### src/rtl/vga_tile_pkg.sv
// Shared timing defaults, raster helper functions and the stage-0 signal
// bundle used by the VGA tile scanner and its timing generator.
package vga_tile_pkg;

  localparam int DEF_H_ACTIVE   = 640;
  localparam int DEF_H_FP       = 16;
  localparam int DEF_H_SYNC     = 96;
  localparam int DEF_H_BP       = 48;
  localparam int DEF_V_ACTIVE   = 480;
  localparam int DEF_V_FP       = 10;
  localparam int DEF_V_SYNC     = 2;
  localparam int DEF_V_BP       = 33;
  localparam int DEF_SYNC_POL   = 0;
  localparam int DEF_IMG_W_LOG2 = 7;
  localparam int DEF_IMG_H_LOG2 = 6;
  localparam int DEF_ADDRESS    = 13;
  localparam int DEF_COLOR_BITS = 24;

  function automatic int h_total(input int active, input int fp,
                                 input int sync, input int bp);
    return active + fp + sync + bp;
  endfunction

  function automatic int v_total(input int active, input int fp,
                                 input int sync, input int bp);
    return active + fp + sync + bp;
  endfunction

  // Counter width for a 0..total-1 range; never narrower than one bit.
  function automatic int cnt_width(input int total);
    return (total <= 2) ? 1 : $clog2(total);
  endfunction

  // Stage-0 decode of the current raster position.
  typedef struct packed {
    logic act;
    logic hs;
    logic vs;
    logic first;
  } raw_t;

endpackage

### src/rtl/vga_tile_scan_if.sv
// ROM address/data port plus registered video outputs of the tile scanner.
// addr is combinational from the raster counters; dout must return the word
// for addr in the same cycle. rgb/hsync/vsync/de/frame_start are registered
// and mutually aligned; there is no valid/ready flow control, pixels advance
// on the pixel clock enable.
interface vga_tile_scan_if #(
  parameter int ADDRESS    = 13,
  parameter int COLOR_BITS = 24
);
  logic [ADDRESS-1:0]    addr;
  logic [COLOR_BITS-1:0] dout;
  logic [COLOR_BITS-1:0] rgb;
  logic                  hsync;
  logic                  vsync;
  logic                  de;
  logic                  frame_start;

  modport master (
    output addr,
    input  dout,
    output rgb,
    output hsync,
    output vsync,
    output de,
    output frame_start
  );

  modport slave (
    input  addr,
    output dout,
    input  rgb,
    input  hsync,
    input  vsync,
    input  de,
    input  frame_start
  );
endinterface

### src/rtl/vga_timing.sv
// Raster counters with combinational active/sync/first-pixel decode.
// Reusable by any raster source that registers its pixels one enable later.
module vga_timing
  import vga_tile_pkg::*;
#(
  parameter int H_ACTIVE = DEF_H_ACTIVE,
  parameter int H_FP     = DEF_H_FP,
  parameter int H_SYNC   = DEF_H_SYNC,
  parameter int H_BP     = DEF_H_BP,
  parameter int V_ACTIVE = DEF_V_ACTIVE,
  parameter int V_FP     = DEF_V_FP,
  parameter int V_SYNC   = DEF_V_SYNC,
  parameter int V_BP     = DEF_V_BP,
  parameter int SYNC_POL = DEF_SYNC_POL,
  localparam int H_TOTAL = h_total(H_ACTIVE, H_FP, H_SYNC, H_BP),
  localparam int V_TOTAL = v_total(V_ACTIVE, V_FP, V_SYNC, V_BP),
  localparam int HW      = cnt_width(H_TOTAL),
  localparam int VW      = cnt_width(V_TOTAL)
) (
  input  logic          clk,
  input  logic          rst_n,
  input  logic          pix_ce_i,
  output logic [HW-1:0] hcnt_o,
  output logic [VW-1:0] vcnt_o,
  output raw_t          raw_o
);

  localparam logic          SYNC_ON  = (SYNC_POL != 0);
  localparam logic [HW-1:0] H_LAST   = HW'(H_TOTAL - 1);
  localparam logic [VW-1:0] V_LAST   = VW'(V_TOTAL - 1);
  localparam logic [HW-1:0] H_VIS    = HW'(H_ACTIVE);
  localparam logic [VW-1:0] V_VIS    = VW'(V_ACTIVE);
  localparam logic [HW-1:0] H_SYNC_S = HW'(H_ACTIVE + H_FP);
  localparam logic [HW-1:0] H_SYNC_E = HW'(H_ACTIVE + H_FP + H_SYNC);
  localparam logic [VW-1:0] V_SYNC_S = VW'(V_ACTIVE + V_FP);
  localparam logic [VW-1:0] V_SYNC_E = VW'(V_ACTIVE + V_FP + V_SYNC);

  logic [HW-1:0] hcnt_q, hcnt_d;
  logic [VW-1:0] vcnt_q, vcnt_d;
  logic          h_in_sync;
  logic          v_in_sync;

  always_comb begin
    hcnt_d = hcnt_q;
    vcnt_d = vcnt_q;
    if (pix_ce_i) begin
      if (hcnt_q == H_LAST) begin
        hcnt_d = '0;
        vcnt_d = (vcnt_q == V_LAST) ? '0 : vcnt_q + 1'b1;
      end else begin
        hcnt_d = hcnt_q + 1'b1;
      end
    end
  end

  always_ff @(posedge clk or negedge rst_n) begin
    if (!rst_n) begin
      hcnt_q <= '0;
      vcnt_q <= '0;
    end else begin
      hcnt_q <= hcnt_d;
      vcnt_q <= vcnt_d;
    end
  end

  // Sync windows are half-open: [start, start+width).
  assign h_in_sync = (hcnt_q >= H_SYNC_S) && (hcnt_q < H_SYNC_E);
  assign v_in_sync = (vcnt_q >= V_SYNC_S) && (vcnt_q < V_SYNC_E);

  always_comb begin
    raw_o       = '0;
    raw_o.act   = (hcnt_q < H_VIS) && (vcnt_q < V_VIS);
    raw_o.hs    = h_in_sync ? SYNC_ON : ~SYNC_ON;
    raw_o.vs    = v_in_sync ? SYNC_ON : ~SYNC_ON;
    raw_o.first = (hcnt_q == '0) && (vcnt_q == '0);
  end

  assign hcnt_o = hcnt_q;
  assign vcnt_o = vcnt_q;

endmodule

### src/rtl/vga_tile_scan.sv
// VGA raster scanner that tiles a 2^IMG_W_LOG2 x 2^IMG_H_LOG2 ROM image over
// the visible area and emits colour, syncs and enable aligned on one register.
module vga_tile_scan
  import vga_tile_pkg::*;
#(
  parameter int H_ACTIVE   = DEF_H_ACTIVE,
  parameter int H_FP       = DEF_H_FP,
  parameter int H_SYNC     = DEF_H_SYNC,
  parameter int H_BP       = DEF_H_BP,
  parameter int V_ACTIVE   = DEF_V_ACTIVE,
  parameter int V_FP       = DEF_V_FP,
  parameter int V_SYNC     = DEF_V_SYNC,
  parameter int V_BP       = DEF_V_BP,
  parameter int SYNC_POL   = DEF_SYNC_POL,
  parameter int IMG_W_LOG2 = DEF_IMG_W_LOG2,
  parameter int IMG_H_LOG2 = DEF_IMG_H_LOG2,
  parameter int ADDRESS    = DEF_ADDRESS,
  parameter int COLOR_BITS = DEF_COLOR_BITS
) (
  input  logic            clk,
  input  logic            rst_n,
  input  logic            pix_ce,
  vga_tile_scan_if.master vid
);

  localparam int   H_TOTAL = h_total(H_ACTIVE, H_FP, H_SYNC, H_BP);
  localparam int   V_TOTAL = v_total(V_ACTIVE, V_FP, V_SYNC, V_BP);
  localparam int   HW      = cnt_width(H_TOTAL);
  localparam int   VW      = cnt_width(V_TOTAL);
  localparam logic SYNC_ON = (SYNC_POL != 0);

  if (ADDRESS != IMG_W_LOG2 + IMG_H_LOG2) begin : g_bad_address
    $error("vga_tile_scan: ADDRESS must equal IMG_W_LOG2 + IMG_H_LOG2");
  end

  typedef logic [COLOR_BITS-1:0] color_t;

  logic [HW-1:0] hcnt;
  logic [VW-1:0] vcnt;
  raw_t          raw;
  logic          unused_cnt_hi;

  vga_timing #(
    .H_ACTIVE (H_ACTIVE),
    .H_FP     (H_FP),
    .H_SYNC   (H_SYNC),
    .H_BP     (H_BP),
    .V_ACTIVE (V_ACTIVE),
    .V_FP     (V_FP),
    .V_SYNC   (V_SYNC),
    .V_BP     (V_BP),
    .SYNC_POL (SYNC_POL)
  ) u_timing (
    .clk      (clk),
    .rst_n    (rst_n),
    .pix_ce_i (pix_ce),
    .hcnt_o   (hcnt),
    .vcnt_o   (vcnt),
    .raw_o    (raw)
  );

  // Dropping the high counter bits repeats the image across the screen.
  assign vid.addr      = {vcnt[IMG_H_LOG2-1:0], hcnt[IMG_W_LOG2-1:0]};
  assign unused_cnt_hi = ^{hcnt[HW-1:IMG_W_LOG2], vcnt[VW-1:IMG_H_LOG2]};

  color_t rgb_q, rgb_d;
  logic   de_q, de_d;
  logic   hsync_q, hsync_d;
  logic   vsync_q, vsync_d;
  logic   frame_start_q, frame_start_d;

  always_comb begin
    rgb_d         = rgb_q;
    de_d          = de_q;
    hsync_d       = hsync_q;
    vsync_d       = vsync_q;
    // Cleared on idle cycles so the pulse is one clk wide at any enable rate.
    frame_start_d = 1'b0;
    if (pix_ce) begin
      rgb_d         = raw.act ? vid.dout : '0;
      de_d          = raw.act;
      hsync_d       = raw.hs;
      vsync_d       = raw.vs;
      frame_start_d = raw.first;
    end
  end

  always_ff @(posedge clk or negedge rst_n) begin
    if (!rst_n) begin
      rgb_q         <= '0;
      de_q          <= 1'b0;
      hsync_q       <= ~SYNC_ON;
      vsync_q       <= ~SYNC_ON;
      frame_start_q <= 1'b0;
    end else begin
      rgb_q         <= rgb_d;
      de_q          <= de_d;
      hsync_q       <= hsync_d;
      vsync_q       <= vsync_d;
      frame_start_q <= frame_start_d;
    end
  end

  assign vid.rgb         = rgb_q;
  assign vid.de          = de_q;
  assign vid.hsync       = hsync_q;
  assign vid.vsync       = vsync_q;
  assign vid.frame_start = frame_start_q;

endmodule

### src/flat_wrapper.sv
// flat-port wrapper written by rule: the top's interface ports become plain ports
module vga_tile_scan_flat import vga_tile_pkg::*;
#(
  parameter int H_ACTIVE   = DEF_H_ACTIVE,
  parameter int H_FP       = DEF_H_FP,
  parameter int H_SYNC     = DEF_H_SYNC,
  parameter int H_BP       = DEF_H_BP,
  parameter int V_ACTIVE   = DEF_V_ACTIVE,
  parameter int V_FP       = DEF_V_FP,
  parameter int V_SYNC     = DEF_V_SYNC,
  parameter int V_BP       = DEF_V_BP,
  parameter int SYNC_POL   = DEF_SYNC_POL,
  parameter int IMG_W_LOG2 = DEF_IMG_W_LOG2,
  parameter int IMG_H_LOG2 = DEF_IMG_H_LOG2,
  parameter int ADDRESS    = DEF_ADDRESS,
  parameter int COLOR_BITS = DEF_COLOR_BITS
)
  (clk, rst_n, pix_ce, vid_addr, vid_dout, vid_rgb, vid_hsync, vid_vsync, vid_de, vid_frame_start);
  vga_tile_scan_if #(.ADDRESS(ADDRESS), .COLOR_BITS(COLOR_BITS)) vid_i ();
  input  logic clk;
  input  logic rst_n;
  input  logic pix_ce;
  output wire logic [$bits(vid_i.addr)-1:0] vid_addr;
  input wire logic [$bits(vid_i.dout)-1:0] vid_dout;
  output wire logic [$bits(vid_i.rgb)-1:0] vid_rgb;
  output wire logic [$bits(vid_i.hsync)-1:0] vid_hsync;
  output wire logic [$bits(vid_i.vsync)-1:0] vid_vsync;
  output wire logic [$bits(vid_i.de)-1:0] vid_de;
  output wire logic [$bits(vid_i.frame_start)-1:0] vid_frame_start;
  assign vid_addr = vid_i.addr;
  assign vid_i.dout = vid_dout;
  assign vid_rgb = vid_i.rgb;
  assign vid_hsync = vid_i.hsync;
  assign vid_vsync = vid_i.vsync;
  assign vid_de = vid_i.de;
  assign vid_frame_start = vid_i.frame_start;
  vga_tile_scan #(.H_ACTIVE(H_ACTIVE), .H_FP(H_FP), .H_SYNC(H_SYNC), .H_BP(H_BP), .V_ACTIVE(V_ACTIVE), .V_FP(V_FP), .V_SYNC(V_SYNC), .V_BP(V_BP), .SYNC_POL(SYNC_POL), .IMG_W_LOG2(IMG_W_LOG2), .IMG_H_LOG2(IMG_H_LOG2), .ADDRESS(ADDRESS), .COLOR_BITS(COLOR_BITS)) u_core (.clk(clk), .rst_n(rst_n), .pix_ce(pix_ce), .vid(vid_i));
endmodule
### config.mk
export PLATFORM = sky130hd
export DESIGN_NAME = vga_tile_scan_flat
export DESIGN_NICKNAME = d
export VERILOG_FILES = /design/src/rtl/vga_tile_pkg.sv /design/src/rtl/vga_tile_scan_if.sv /design/src/rtl/vga_timing.sv /design/src/rtl/vga_tile_scan.sv /design/src/flat_wrapper.sv
export SDC_FILE = /design/constraint.sdc
export NUM_CORES = 1
export LEC_CHECK = 0
export ABC_CLOCK_PERIOD_IN_PS = 6400
export CORE_ASPECT_RATIO = 1.1
export CORE_MARGIN = 3
export CORE_UTILIZATION = 40
export DETAILED_ROUTE_END_ITERATION = 6
export PLACE_DENSITY = 0.7
export SYNTH_ARGS = -nofsm -noshare
export SYNTH_HDL_FRONTEND = slang
export SYNTH_HIERARCHICAL = 1
export SYNTH_SLANG_ARGS = --single-unit
### constraint.sdc
create_clock -name clk -period 6.4 [get_ports clk]
set_input_delay 0.64 -clock clk [delete_from_list [all_inputs] [get_ports clk]]
set_output_delay 0.64 -clock clk [all_outputs]
set_load 0.03 [all_outputs]
---- Word level (Yosys, flattened, before mapping) ----
Index checks and enable logic that the tools add are counted.
cells by class
  multipliers ............................. 0
  add/sub/neg operators ................... 2
  reductions and logical operators ........ 7
  div/mod/pow operators ................... 0
  order comparisons ....................... 6
  multiplexer cells ....................... 6
  eq/ne operators ......................... 2
  shift-type cells ........................ 0
  bitwise gates (word level) .............. 0
operator list
  kind                                                                            number
  24-bit two-way mux                                                              1
  10-bit by 1-bit adder with 10-bit output (second input constant)                2
  10-bit == test (second input constant)                                          2
  10-bit zero test                                                                2
  10-bit less-than comparator (second input constant)                             2
  10-bit by 9-bit less-than comparator with 1-bit output (second input constant)  2
  10-bit two-way mux                                                              2
  10-bit >= comparator (second input constant)                                    1
  10-bit by 9-bit >= comparator with 1-bit output (second input constant)         1
  1-bit logical AND                                                               4
  1-bit two-way mux                                                               3
  2-bit AND reduction                                                             1
storage, ports and cells
  latch bits .............................. 0
  bits in registers ....................... 48
  input bits .............................. 27
  memory bits (writable) .................. 0
  output and inout port bits .............. 41
  word-level logic and storage cells ...... 30
  memories ................................ 0
  bits in read-only memories .............. 0

---- Logic depth before layout (Yosys ltp) ----
Gate-level depths: netlist of run 1.
  depth after elaboration ................. 3
  gate-level depth with buffers ........... 7
  mapped depth without buffers ............ 7

---- Cells and area by module ----
Netlist of run 1, hierarchy kept.
by module, submodules not included
  module         cells each  seq. area each (µm²)  area an instance (µm²)  instances
  vga_timing     123         500.5                 1141.1                  1
  vga_tile_scan  113         703.2                 1132.3                  1

---- Worst setup path after synthesis of run 1 ----
Ideal clock, no wire load.
  path type ............................... flip-flop to flip-flop
  start ................................... register u_core.u_timing.vcnt_q[0] (netlist: u_core/u_timing/vcnt_o[0])
  end ..................................... register u_core.u_timing.vcnt_q[3] (netlist: u_core/u_timing/vcnt_o[3])
  data required time ...................... 6.282 ns
  arrival ................................. 2.176 ns
  cell stages (with the launch flop) ...... 8
  setup slack ............................. 4.106 ns
  path buffers ............................ 1
  setup time .............................. 0.118 ns
  clock period less this slack ............ 2.294 ns
  cells stage by stage .................... dfrtp_1 inv_1 ha_1 or4b_1 or4_4 buf_6 a21o_1 a21o_1
between the ends
  cells in the longest elaborated chain, start to end .. 2
  elaborated cells on any way between the ends .. 3
  classes of those cells .................. add/sub (1); eq/ne (1); mux (1)
RTL lines
  what                                                                               RTL line          RTL
  start, declared                                                                    vga_timing.sv:39  logic [VW-1:0] vcnt_q, vcnt_d;
  start signal, assigned                                                             vga_timing.sv:62  vcnt_q <= vcnt_d;
  10-bit by 1-bit adder with 10-bit output / 10-bit == test (equally long branches)  vga_timing.sv:49  vcnt_d = (vcnt_q == V_LAST) ? '0 : vcnt_q + 1'b1;
  10-bit two-way mux (*)                                                             vga_timing.sv:49
Every way passes the cells marked *; elsewhere a longest branch is shown, timed or not.
A chain may end at the register's enable or synchronous reset.

---- Worst setup path after layout of run 1 ----
  start ................................... register u_core.u_timing.hcnt_q[2] (netlist: u_core/u_timing/hcnt_o[2])
  end ..................................... output vid_addr[2]
RTL lines
  what                    RTL line            RTL
  start, declared         vga_timing.sv:38    logic [HW-1:0] hcnt_q, hcnt_d;
  start signal, assigned  vga_timing.sv:61    hcnt_q <= hcnt_d;
  end, declared           flat_wrapper.sv:23  output wire logic [$bits(vid_i.addr)-1:0] vid_addr;
No word-level cell between the ends.

==> results.cfg, run 1 <==
[placed_design]
gp_congestion = 0.7864
pre_cts_ws_ns = 3.843
hpwl_mm = 3.401
postPlaceCellArea_sq_um = 2955
port-buffer-count = 67

[setup_path]
path_buf_inv = 1
path_class = reg -> out
crit_chain = clkdlybuf4s50_1
crit_slowest_cell = clkdlybuf4s50_1
rr_worst_depth = 6
r2r_slack_ns = 4.18
reg2reg_from = u_core/u_timing/vcnt_o[0]
cp_data_arrival_time_ns = 1.59
worstPathMaxFanout = 9
r2r_end = u_core/u_timing/vcnt_o[3]
startpoint_type = flip-flop
critPathMaxStageDelay_ns = 0.74
crit_family = buffers and inverters
worst_ep_required_time_ns = 5.76
cp-end-kind = output port
crit_cells = 1
startpoint = u_core/u_timing/hcnt_o[2]

[clock_tree]
clkSinkCount = 48
clk_pin_slew_ns = 0.09
root_buffer = clkbuf_8
cts_buffers = 5
htree_levels = 2
cts_resized = 0
cts_tree = yes
hold_buffers = 0
clk_latency_ns = 0.30
clockBufferDepth = 2
post_cts_buffers = 0

[detailed_routing]
antenna_left = 0
routedWlPerCell_microns = 13.55
wl_mm = 5.042
drt_first_pass_iters = 4
drc_errors = 0
vias_per_cell = 4.954
vias = 1843
drt-initial-drc-count = 111

[synth]
syn_area_sq_um = 2273
synth_flop_cell = dfrtp_1
synth_edf_count = 0
synthTopCellsByArea = dfrtp_1 51%, nand3_1 8.1%, o21ai_0 6.4%, inv_1 5.3%, ha_1 2.8%
synth_cells = 236
synth_top_area_share_pct = 50.63
async_reset_ff_share_pct = 100.0
synth_area_leader_cell = dfrtp_1
yosysUniqueCellTypes = 40
yosysMostFrequentCell = dfrtp_1
synth_nets = 268
yosys_register_bits = 48
synth_common_cells = 46 x dfrtp_1, 37 x nand3_1, 32 x inv_1, 29 x o21ai_0, 9 x nand2_1
ys_warn_count = 6
syn_avg_cell_area_sq_um = 9.633
ys_seq_area_share_pct = 52.94

[global_routing]
grt_pass1_vias = 1840
met1_usage_pct = 21.68
use_met2_pct = 25.78
grt_use_total_pct = 16.33
grtUsageMet3_pct = 4.883
grt_first_pass_wirelength_mm = 8.735
top_usage_layer = met2
grt_start_max_net_pins = 63
antenna_found_initial = 0
grt_overflow = 0

[die]
initial_utilization_pct = 41.87
ioPinCount = 68
coreArea_sq_um = 5430
die_h_microns = 85.07
rows = 28
dieWidth_microns = 77.88
die-area_sq_um = 6625

[final_layout]
synthToLayoutAreaGrowth_pct = 34.89
multi_input_area_sq_um = 869.6
drive_gt1_share_pct = 6.734
fill_cells = 502
final_cell_area_sq_um = 3067
register_area_sq_um = 1204
num_antenna_cells = 0
fin_nets = 328

[min_path]
hold_path.class = reg -> reg
hold_start = u_core/u_timing/vcnt_o[7]
min_path_cells = 1
whs_endpoint = u_core/u_timing/vcnt_o[7]

[sta]
post-route-min-period_ns = 2.225
tns_ns = 0
worst_slack_ns = 4.175
relSlewSlack_pct = 29.41
worstMarginPinSlew_ns = 1.059
grt_setup_unrepaired = no
finalSetupViolCount = 0
slew_violations = 0
hold_violations = 0
fin_crit_sh_pct = 34.77
skew_ns = 0.008696
timing.fmax_mhz = 449.4

[pwr]
p_total_w = 0.0007933
ir_drop_mv = 0.1999
power_density_nw_per_um2 = 258.7
power.leakage_nw = 1.358

[outcome]
status = finished clean

[flow_run]
drv_cap = 0
## cells by family (layout without fill, tap and decap cells)
group,after synthesis,count (layout),synth area share (%)
simple gates,83,83,19.87
flops,48,48,52.94
buf+inv,47,108,9.026
compound gates,38,38,9.081
xor+xnor,11,11,4.238
fa+ha+maj,5,5,2.752
mux,4,4,2.091
## where the power goes
| group | switching [W] | total, W | internal [W] | leakage [nW] |
|---|---|---|---|---|
| registers | 0.0000404 | 0.000373 | 0.000333 | 0.584 |
| logic | 0.000114 | 0.000202 | 0.0000886 | 0.720 |
| clock network | 0.000102 | 0.000218 | 0.000116 | 0.0541 |
## metal layers
| layer | routed length (microns) | part of all wire (%) |
|---|---|---|
| met5 | 0 | 0 |
| met4 | 47 | 0.93 |
| met3 | 323 | 6.4 |
| met2 | 2293 | 45 |
| met1 | 2377 | 47 |
## worst reg2reg max path, delay by kind of cell (launching register included)
kind,cells,cell delay [ns]
AOI/OAI and AO/OA,2,0.36
and+or+nand+nor,2,1.03
adders and majority gates,1,0.16
DFF,1,0.43
buffers and inverters,1,0.13
## sequential cells by signal, summed over array words and instances (netlist names)
signal and count:
u_core/vid.hsync 1, u_core/u_timing/vcnt_o 10, u_core/vid.rgb 24, u_core/vid.vsync 1
u_core/vid.de 1, u_core/u_timing/hcnt_o 10, u_core/vid.frame_start 1
## worst max path at each step
stage | to | slack (ns)
floorplan | u_core/u_timing/vcnt_o[3] | 4.11
global placement | u_core/u_timing/vcnt_o[7] | 3.93
detailed placement | u_core/u_timing/vcnt_o[7] | 3.84
CTS | vid_addr[2] | 4.15
global route | u_core/u_timing/vcnt_o[7] | 3.90
finish | vid_addr[2] | 4.17
## placed cells by master, fill, tap and decap left out, drive strengths merged, types with 2 or more instances in the layout
cell type	instances
clkbuf	5
dfstp	2
nor4	3
nand3	37
mux2	3
ha	5
and2	2
o21ai	30
and4	2
buf	3
nor2	8
nand4	4
clkdlybuf4s50	65
xnor2	7
xor2	4
nand2	9
or4	2
dfrtp	46
inv	32
nor3	7
a21o	2
## stage by stage
| step | std cells | util (%) | hold slack [ns] |
|---|---|---|---|
| finish | 372 | 56.47 | 0.5113 |
| CTS | 372 | 56.47 | 0.5133 |
| global placement | 364 | 54.42 | 0.4815 |
| global route | 372 | 56.47 | 0.5487 |
| detailed placement | 364 | 54.42 | 0.4973 |
| floorplan | 236 | - | 0.3444 |
## cell type report
class                      instances  area share (%)
clock buffer                       5           2.244
clock inverter                     3           1.387
inverter                          32           3.917
multi-input combinational        141           28.36
sequential                        48           39.25
tap                               75           3.060
timing repair buffer              68           21.79
Note: power is estimated with default switching activity, not from simulation.
==> run 2, diff against run 1 <==
--- a/config.mk
+++ b/config.mk
@@ -5,7 +5,7 @@
 export SDC_FILE = /design/constraint.sdc
 export NUM_CORES = 1
 export LEC_CHECK = 0
-export ABC_CLOCK_PERIOD_IN_PS = 6400
+export ABC_CLOCK_PERIOD_IN_PS = 2300
 export CORE_ASPECT_RATIO = 1.1
 export CORE_MARGIN = 3
 export CORE_UTILIZATION = 40
==> constraint.sdc (replaced) <==
create_clock -name clk -period 2.3 [get_ports clk]
set_input_delay 0.23 -clock clk [delete_from_list [all_inputs] [get_ports clk]]
set_output_delay 0.23 -clock clk [all_outputs]
set_load 0.03 [all_outputs]
==> run 2 against run 1 <==
  * Global-route usage fell by 0.14 points
  * Utilization rose by 0.92 points
  * Clock power rose by 130%
  * Hold slack got worse by 0.26 ns
  * Combinational power rose to 2.8 times the previous value
  * Largest cell class unchanged
  * Critical endpoint is now u_core/u_timing/vcnt_o[3]
  * Routed wire length rose by 0.60%
  * First-iteration DRC count fell by 23%
  * Power rose to 2.7 times the previous value
==> results.cfg, run 2 (synthesis results as in run 1) <==
[die]
dieWidth_microns = 77.88
die-area_sq_um = 6625
die_h_microns = 85.07
initial_utilization_pct = 41.87
ioPinCount = 68
rows = 28
coreArea_sq_um = 5430

[min_path]
whs_endpoint = u_core/u_timing/hcnt_o[1]
min_path_cells = 2
hold_path.class = in -> reg
hold_start = pix_ce

[placed_design]
hpwl_mm = 3.587
port-buffer-count = 67
gp_congestion = 0.7954
postPlaceCellArea_sq_um = 3015

[setup_path]
crit_chain = inv_1 -> ha_1 -> or4b_1 -> or4_4 -> a21o_1 -> a21o_1
path_buf_inv = 1
startpoint_type = flip-flop
path_class = reg -> reg
r2r_slack_ns = 0.11
r2r_end = u_core/u_timing/vcnt_o[3]
reg2reg_from = u_core/u_timing/vcnt_o[0]
crit_slowest_cell = or4_4
cp_data_arrival_time_ns = 2.38
worstPathMaxFanout = 7
crit_top_cell = a21o_1
cp-end-kind = flip-flop
worst_ep_required_time_ns = 2.49
rr_worst_depth = 6
critPathMaxStageDelay_ns = 0.56
crit_family = simple AND/OR/NAND/NOR gates

[global_routing]
grt_use_total_pct = 16.20
grt_overflow = 0
grt_first_pass_wirelength_mm = 8.652
grt_start_max_net_pins = 54
grt_pass1_vias = 1882
antenna_found_initial = 0

[detailed_routing]
drt-initial-drc-count = 85
antenna_left = 0
drc_errors = 0
vias_per_cell = 4.948
vias = 1885
wl_mm = 5.072
routedWlPerCell_microns = 13.31
drt_first_pass_iters = 4

[pwr]
power.leakage_nw = 1.394
clock_power_share_pct = 23.9
switchingPower_w = 0.0006839
power_frac_comb_pct = 27.2
swShare_pct = 32.48
p_int_w = 0.001422
ir_drop_mv = 0.4252
seqPwrFrac_pct = 49.0
power_density_nw_per_um2 = 675.6

[final_layout]
drive_gt1_share_pct = 8.824
final_cell_area_sq_um = 3117
fin_nets = 337
num_antenna_cells = 0
largest_reg_flops = 24
final_common_cell = clkdlybuf4s50_1
layout_common_cells = 65 x clkdlybuf4s50_1, 45 x dfrtp_1, 37 x nand3_1, 32 x inv_1, 29 x o21ai_0
synthToLayoutAreaGrowth_pct = 37.09

[flow_run]
drv_cap = 0

[sta]
grt_setup_unrepaired = no
post-route-min-period_ns = 2.191
finalSetupViolCount = 0
tns_ns = 0
worstMarginPinSlew_ns = 0.5781
hold_violations = 0
fin_crit_sh_pct = 95.24
slew_violations = 0
skew_ns = 0.004889
timing.fmax_mhz = 456.5
relSlewSlack_pct = 61.46

[clock_tree]
clkSinkCount = 48
cts_tree = yes
clk_latency_ns = 0.29
cts_buffers = 5
clk_pin_slew_ns = 0.08
root_buffer = clkbuf_8
clockBufferDepth = 2
post_cts_buffers = 0
htree_levels = 2

[outcome]
status = finished clean
run 2: how the worst max path moves through the flow:
stage | start | endpoint | slack, ns | cells after the start
global route | u_core/u_timing/vcnt_o[0] | u_core/u_timing/vcnt_o[3] | 0.008 | 6
detailed placement | u_core/u_timing/vcnt_o[0] | u_core/u_timing/vcnt_o[3] | 0.12 | 6
global placement | u_core/u_timing/vcnt_o[0] | u_core/u_timing/vcnt_o[3] | 0.18 | 6
finish | u_core/u_timing/vcnt_o[0] | u_core/u_timing/vcnt_o[3] | 0.11 | 6
CTS | u_core/u_timing/vcnt_o[0] | u_core/u_timing/vcnt_o[3] | 0.11 | 6
floorplan | u_core/u_timing/vcnt_o[0] | u_core/u_timing/vcnt_o[3] | 0.006 | 7
run 2: what timing repair did:
action / CTS / global route
endpoints found under the setup margin: 0 / 1
resized for setup: 0 / 1
hold buffers: 1 / 0
endpoints found under the hold margin: 24 / 0
run 2: per-stage QoR:
step | cells | total power [W] | hold slack, ns | utilization (%) | setup WS [ns]
after global placement | 372 | 0.001613 | 0.2682 | 55.53 | 0.1847
after CTS | 381 | 0.002145 | 0.2321 | 57.37 | 0.1127
final | 381 | 0.002106 | 0.2481 | 57.40 | 0.1094
after global routing | 381 | 0.002228 | 0.2686 | 57.40 | 0.008278
after detailed placement | 372 | 0.001624 | 0.2680 | 55.53 | 0.1229
after floorplan | 236 | 0.001360 | -0.06559 | - | 0.005580
run 2: power groups by stage:
stage	Clock (W)	Sequential, W	Combinational (W)
after floorplan	0	0.00116	0.000198
after global placement	0	0.00105	0.000565
after detailed placement	0	0.00105	0.000574
after CTS	0.000534	0.00103	0.000578
after global routing	0.000559	0.00105	0.000617
final	0.000503	0.00103	0.000572
run 2: layout make-up:
| class | count | area [sq um] |
|---|---|---|
| fillers | 490 | 2313 |
| flip-flops and latches | 48 | 1205 |
| well taps | 75 | 93.84 |
| inverters | 32 | 120.1 |
| multi-input cells | 141 | 869.6 |
| clock buffers | 8 | 90.09 |
| repair buffers | 77 | 738.2 |
run 2: worst register-to-register path, cell delays in order (launching register included):
cell	delay (ns)
dfrtp_2	0.44
inv_1	0.12
ha_1	0.15
or4b_1	0.45
or4_4	0.56
a21o_1	0.20
a21o_1	0.16
run 2: routing by layer:
layer	track usage [%]	share of wire [%]	routed length (microns)	vias to the layer above
li1	-	-	-	934
met5	0	0	0	-
met2	26.87	48	2458	56
met3	3.079	4.4	224	4
met4	5.987	0.83	42	0
met1	21.06	46	2347	891
